--- src/rtl/curr_cb_feeder.sv ---
// curr_cb_feeder
//
// Streams one current block (N_PIX pixels) from a valid/ready source into the
// PE chain and tracks which of the four current-block slots hold a complete
// block. A load targets one slot. A load is refused if that slot is already
// loaded, or if the PE array is comparing against that slot. Once a load is
// accepted it runs until all N_PIX pixels have been pushed, or until abort or
// reset stops it.
//
// Ports
//   clk, rst_n      clock, asynchronous active-low reset
//   start_load      request to load the slot given by slot_sel
//   slot_sel[1:0]   target slot, 0..3
//   abort           cancel the load in progress (only acts in LOAD)
//   src_pix         source pixel, with src_valid / src_ready handshake
//   cmp_active      PE array is differencing slot cmp_slot
//   cmp_slot[1:0]   slot used by the running comparison
//   slot_release    one-hot per slot; clears that slot's loaded flag
//   in_curr         pixel to the first PE; in_curr_enable is its shift-enable
//   CB_select[2:0]  PE register slot select ({0, slot of the last accepted load})
//   slot_loaded     per-slot "block fully loaded" status
//   load_busy       high while a load is in progress
//   load_done       one-cycle pulse when a load completes
//   load_err        one-cycle pulse when start_load is rejected
module curr_cb_feeder #(
    parameter int N_PIX   = 64,
    parameter int PIXEL_W = 8
) (
    input  logic               clk,
    input  logic               rst_n,
    input  logic               start_load,
    input  logic [1:0]         slot_sel,
    input  logic               abort,
    input  logic [PIXEL_W-1:0] src_pix,
    input  logic               src_valid,
    output logic               src_ready,
    input  logic               cmp_active,
    input  logic [1:0]         cmp_slot,
    input  logic [3:0]         slot_release,
    output logic [PIXEL_W-1:0] in_curr,
    output logic               in_curr_enable,
    output logic [2:0]         CB_select,
    output logic [3:0]         slot_loaded,
    output logic               load_busy,
    output logic               load_done,
    output logic               load_err
);

    localparam int CNT_W = (N_PIX > 1) ? $clog2(N_PIX) : 1;
    localparam logic [CNT_W-1:0] CNT_LAST = CNT_W'(N_PIX - 1);

    typedef enum logic [1:0] {
        IDLE = 2'd0,
        LOAD = 2'd1,
        DONE = 2'd2
    } state_t;

    state_t             state_reg, state_next;
    logic [CNT_W-1:0]   cnt_reg, cnt_next;
    logic [1:0]         slot_reg, slot_next;
    logic [PIXEL_W-1:0] in_curr_reg, in_curr_next;
    logic               in_curr_enable_reg, in_curr_enable_next;
    logic               load_done_reg, load_done_next;
    logic               load_err_reg, load_err_next;
    logic [3:0]         slot_loaded_reg;
    logic [3:0]         slot_set;
    logic               xfer;

    // src_ready depends on the state only, so a transfer is simply valid in LOAD.
    assign xfer = src_valid && (state_reg == LOAD);

    always_comb begin
        state_next          = state_reg;
        cnt_next            = cnt_reg;
        slot_next           = slot_reg;
        in_curr_next        = in_curr_reg;
        in_curr_enable_next = 1'b0;
        load_done_next      = 1'b0;
        load_err_next       = 1'b0;

        // A transfer is pushed even in the cycle where abort ends the load.
        if (xfer) begin
            in_curr_next        = src_pix;
            in_curr_enable_next = 1'b1;
            cnt_next            = cnt_reg + CNT_W'(1);
        end

        case (state_reg)
            IDLE: begin
                if (start_load) begin
                    if (slot_loaded_reg[slot_sel] || (cmp_active && (cmp_slot == slot_sel))) begin
                        load_err_next = 1'b1;
                    end else begin
                        slot_next  = slot_sel;
                        cnt_next   = '0;
                        state_next = LOAD;
                    end
                end
            end
            LOAD: begin
                if (abort) begin
                    state_next = IDLE;
                end else if (xfer && (cnt_reg == CNT_LAST)) begin
                    state_next     = DONE;
                    load_done_next = 1'b1;
                end
            end
            DONE: begin
                state_next = IDLE;
            end
            default: begin
                state_next = IDLE;
            end
        endcase
    end

    always_ff @(posedge clk or negedge rst_n) begin
        if (!rst_n) begin
            state_reg          <= IDLE;
            cnt_reg            <= '0;
            slot_reg           <= '0;
            in_curr_reg        <= '0;
            in_curr_enable_reg <= 1'b0;
            load_done_reg      <= 1'b0;
            load_err_reg       <= 1'b0;
        end else begin
            state_reg          <= state_next;
            cnt_reg            <= cnt_next;
            slot_reg           <= slot_next;
            in_curr_reg        <= in_curr_next;
            in_curr_enable_reg <= in_curr_enable_next;
            load_done_reg      <= load_done_next;
            load_err_reg       <= load_err_next;
        end
    end

    // Per-slot loaded flags. The flag is set while in DONE, and a release in
    // the same cycle loses to the set.
    genvar gi;
    generate
        for (gi = 0; gi < 4; gi++) begin : g_slot
            assign slot_set[gi] = (state_reg == DONE) && (slot_reg == 2'(gi));

            always_ff @(posedge clk or negedge rst_n) begin
                if (!rst_n) begin
                    slot_loaded_reg[gi] <= 1'b0;
                end else begin
                    slot_loaded_reg[gi] <= slot_set[gi] | (slot_loaded_reg[gi] & ~slot_release[gi]);
                end
            end
        end
    endgenerate

    assign src_ready      = (state_reg == LOAD);
    assign load_busy      = (state_reg == LOAD);
    assign in_curr        = in_curr_reg;
    assign in_curr_enable = in_curr_enable_reg;
    assign CB_select      = {1'b0, slot_reg};
    assign slot_loaded    = slot_loaded_reg;
    assign load_done      = load_done_reg;
    assign load_err       = load_err_reg;

endmodule

--- config.mk ---
export PLATFORM = sky130hd
export DESIGN_NAME = curr_cb_feeder
export DESIGN_NICKNAME = d
export VERILOG_FILES = /design/src/rtl/curr_cb_feeder.sv
export SDC_FILE = /design/constraint.sdc
export NUM_CORES = 1
export LEC_CHECK = 0
export ABC_AREA = 1
export CAP_MARGIN = 20
export CORE_MARGIN = 2
export CORE_UTILIZATION = 48
export DETAILED_ROUTE_END_ITERATION = 10
export GPL_TIMING_DRIVEN = 0
export PLACE_DENSITY = 0.86
export SKIP_CTS_REPAIR_TIMING = 1
export SYNTH_ARGS = -nofsm -noshare
export SYNTH_HDL_FRONTEND = slang
export SYNTH_SLANG_ARGS = --single-unit
export TNS_END_PERCENT = 5
--- constraint.sdc ---
create_clock -name clk -period 1.9 [get_ports clk]
set_clock_uncertainty 0.05 [all_clocks]
set_input_delay 0.38 -clock clk [delete_from_list [all_inputs] [get_ports clk]]
set_output_delay 0.38 -clock clk [all_outputs]
set_load 0.02 [all_outputs]
; Word-level counts from Yosys, hierarchy flattened
; Cells that the tools add are included.
[totals]
rom_bits = 0
in_bits = 22
latch_bits = 0
memories = 0
ramBits = 0
register_bits = 25
wordCells = 66
[op_classes]
mul = 0
n_eq_ne = 10
n_div = 0
magnitude_cmp = 1
reduce_logical = 12
n_bitwise = 13
n_shift = 0
add_sub_neg = 1
muxes = 18
[ops]
columns = op, n
row1 = 6-bit 2-to-1 mux, 4
row2 = 1-bit 2-to-1 mux, 8
row3 = 2-bit 2-to-1 mux, 4
row4 = 1-bit logical AND, 7
row5 = "6-bit by 1-bit adder with 6-bit output, second input constant", 1
row6 = "2-bit == test, second input constant", 3
row7 = "6-bit == test, second input constant", 1
row8 = 3-bit AND reduction, 2
row9 = 1-bit inverter, 5
row10 = 1-bit AND, 4
row11 = "2-bit by 1-bit == test with 1-bit output, second input constant", 2
row12 = 2-bit zero test, 2
row13 = "2-bit != test, second input constant", 2
row14 = 1-bit bitwise OR, 4
row15 = 2-bit case mux with 2 select lines, 1
row16 = "2-bit by 3-bit < comparator with 1-bit output, second input constant", 1
row17 = "3-bit by 2-bit != test with 1-bit output, second input constant", 1
row18 = 1-bit binary-select mux with 2-bit select, 1
row19 = 2-bit == test, 1
row20 = 1-bit logical OR, 1

; Depth between registers and ports, before layout
[depth]
ltp_word = 6
ltp_mapped = 8
mapped_depth_nobuf = 8

; Least setup slack after synthesis
; Ideal clock, no wire load.
[synth_path]
kind = register to output
startpoint = register state_reg[0]
endpoint = output src_ready
arrival_ps = 983
stages_incl_launch_ff = 4
required_time_ps = 1470
setup_slack_ps = 487
cell_sequence = dfrtp_1 > inv_1 > nor2_1 > buf_4
[synth_via]
elab_chain_cells = 1
[synth_lines]
columns = element, line
row1 = from (decl), 58  ; state_t state_reg, state_next;
row2 = from (signal assigned), 127  ; state_reg <= state_next;
row3 = 2-bit by 1-bit == test with 1-bit output, -
row4 = to (decl), 36  ; output logic src_ready,
; Every way passes these cells.

; Worst setup path after layout
[layout_path]
startpoint = register slot_reg[0]
endpoint = output CB_select[0]
[layout_lines]
columns = element, line
row1 = from (decl), 60  ; logic [1:0] slot_reg, slot_next;
row2 = from (signal assigned), 129  ; slot_reg <= slot_next;
row3 = to (decl), 42  ; output logic [2:0] CB_select,
; No word-level cell between the ends.

==> results.json <==
{
  "synth_cells": 149,
  "max-cap-violations": 0,
  "synth_area_per_cell_um2": 8.20,
  "place_inst": 219,
  "gp_congestion": 0.845,
  "antenna_found_initial": 0,
  "hp-class": "in -> async",
  "synth_ff_type": "dfrtp_1",
  "drc_errors": 0,
  "cp.required_ns": 1.47,
  "die_area_um2": 2960,
  "vias_per_cell": 4.75,
  "grt_max_degree": 26,
  "syn_to_final_growth_pct": 41.2,
  "finalMaxSlewViolations": 0,
  "coreArea_um2": 2450,
  "fin_nets": 218,
  "synth-edff-count": 0,
  "ioPinCount": 42,
  "setup_ws_ns": 0.0360,
  "design_area_um2": 1720,
  "synth.net_count": 172,
  "clk_latency_ns": 0.33,
  "maxSlewHeadroom_pct": 66.5,
  "synth_top_area_cell": "dfrtp_1",
  "cts_tree": "yes",
  "setup_viol": 0,
  "htree_levels": 1,
  "crit_buf_inv": 1,
  "vdd_ir_drop_max_uv": 635,
  "worst_pin_slew_ns": 0.500,
  "rsz0062_at_grt": "no",
  "status": "finished clean",
  "ys_types": 20,
  "first_global_vias": 1001,
  "placed_area_um2": 1660,
  "seqCellArea_um2": 626,
  "whs_ns": 0.310,
  "hold_viol_final": 0,
  "arrival_ns": 1.43,
  "critPathKind": "reg -> out",
  "drtIter0Drc": 7,
  "synth.most_common_cell": "nand2_1",
  "period_share_pct": 98.1,
  "synth_seq_area_share_pct": 51.2,
  "wl_per_cell_um": 11.7,
  "end_kind": "output port",
  "slowest_delay_ns": 0.64,
  "cp_num_cells": 1,
  "fp-row-count": 18,
  "diodes": 0,
  "syn_area_um2": 1220,
  "initial_utilization_pct": 49.7,
  "grt_util_all_layers_pct": 20.0,
  "die_x_um": 54.4,
  "cts-buffers-inserted": 3,
  "ys_top_cells_by_area": "dfrtp_1, nand2_1, inv_1",
  "synth.ff_latch_count": 25,
  "final_cells": 224,
  "die_h_um": 54.4,
  "ys_warn_count": 0,
  "wirelength_um": 2620,
  "cts.sinks": 25,
  "reg2reg_slack_ns": 0.61,
  "crit_path_cell_trace": "clkdlybuf4s50_1",
  "crit_fanout": 5,
  "grt_overflow": 0,
  "tns_ns": 0,
  "pre_cts_ws_ns": 0.112,
  "startpoint_type": "register",
  "fmax_mhz": 536,
  "synth_top_cells_by_count": "nand2_1, dfrtp_1, inv_1",
  "p_leak_nw": 0.913,
  "multiInputGateArea_um2": 472,
  "io_buffers": 40,
  "period_needed_ns": 1.86,
  "r2r_cells": 6,
  "power_density_nw_per_um2": 851,
  "synthArstFlopShare_pct": 100,
  "firstDrtPassIters": 4,
  "ant_nets": 0,
  "clock_tree.buffer_depth": 2,
  "cp_slowest_cell": "clkdlybuf4s50_1",
  "cp_top_family": "buffers and inverters",
  "dp_hpwl_um": 2010,
  "drive_gt1_share_pct": 10.8,
  "synth_top_area_share_pct": 51.2,
  "clkTransAtPathRegs_ns": 0.14,
  "largest_reg_flops": 8,
  "vias": 1064,
  "grt_pass1_wl_um": 4190,
  "fillCellCount": 191,
  "root_buffer": "clkbuf_4"
}
-- worst paths after layout --
check	start	to
worst max register to register	state_reg[0]	slot_reg[0]
worst min register to register	in_curr[1]	in_curr[1]
worst max-delay path	slot_reg[0]	CB_select[0]
worst min-delay path	rst_n	in_curr[3]
max in group asynchronous	rst_n	slot_loaded[0]
min in group clk	in_curr[1]	in_curr[1]
-- power breakdown --
| part | switching (W) | total (W) | internal, W |
|---|---|---|---|
| clock | 0.000171 | 0.000252 | 0.0000807 |
| combinational | 0.000274 | 0.000526 | 0.000252 |
| sequential | 0.0000686 | 0.000691 | 0.000622 |
| total | 0.000513 | 0.00147 | 0.000955 |
-- worst reg2reg max path: stages (launching register included) --
cell and delay [ns]:
dfrtp_1 0.44, inv_1 0.12, nand2_1 0.09, nor2_2 0.21
nand3_4 0.15, nand2_1 0.09, nand2_1 0.05
-- cells by family (layout without fill, tap and decap cells) --
| kind of cell | count (synthesis) | after routing | share of synthesized area, % |
|---|---|---|---|
| flops | 25 | 25 | 51.2 |
| buf+inv | 29 | 74 | 10.1 |
| fa+ha+maj | 1 | 1 | 1.02 |
| simple gates | 83 | 83 | 30.7 |
| xor+xnor | 4 | 4 | 2.87 |
| compound gates | 6 | 6 | 3.69 |
| other cells | 1 | 1 | 0.307 |
-- routing by layer --
metal	wire length, um	track usage (%)
met4	52	10.0
met1	1120	24.8
met5	0	0
met3	93	2.73
met2	1350	33.9
-- through the flow --
step,power (W),util [%]
CTS,0.00148,68.8
finish,0.00147,70.2
detailed placement,0.00123,67.6
global placement,0.00120,67.6
global route,0.00155,70.2
floorplan,0.000968,-
-- cell usage in the layout, fill, tap and decap left out, types with 2 or more instances in the layout --
| cell type | instances |
|---|---|
| dlymetal6s2s_1 | 3 |
| clkbuf_4 | 3 |
| nor2_1 | 5 |
| nand2_1 | 59 |
| nor3_1 | 2 |
| xnor2_1 | 3 |
| clkdlybuf4s50_1 | 37 |
| dfrtp_1 | 25 |
| nor2_2 | 3 |
| inv_2 | 4 |
| o32ai_1 | 4 |
| inv_1 | 21 |
| buf_4 | 4 |
| nand3_4 | 2 |
| nand3_1 | 9 |
-- final cells by class --
cell class / count / share of cell area (%)
buffer: 4 / 1.74
clock buffer: 3 / 1.31
clock inverter: 1 / 0.435
inverter: 25 / 5.44
multi-input combinational: 95 / 27.4
sequential: 25 / 36.3
tap: 30 / 2.18
timing repair buffer: 41 / 25.3
Power figures use the tool's default switching activity.
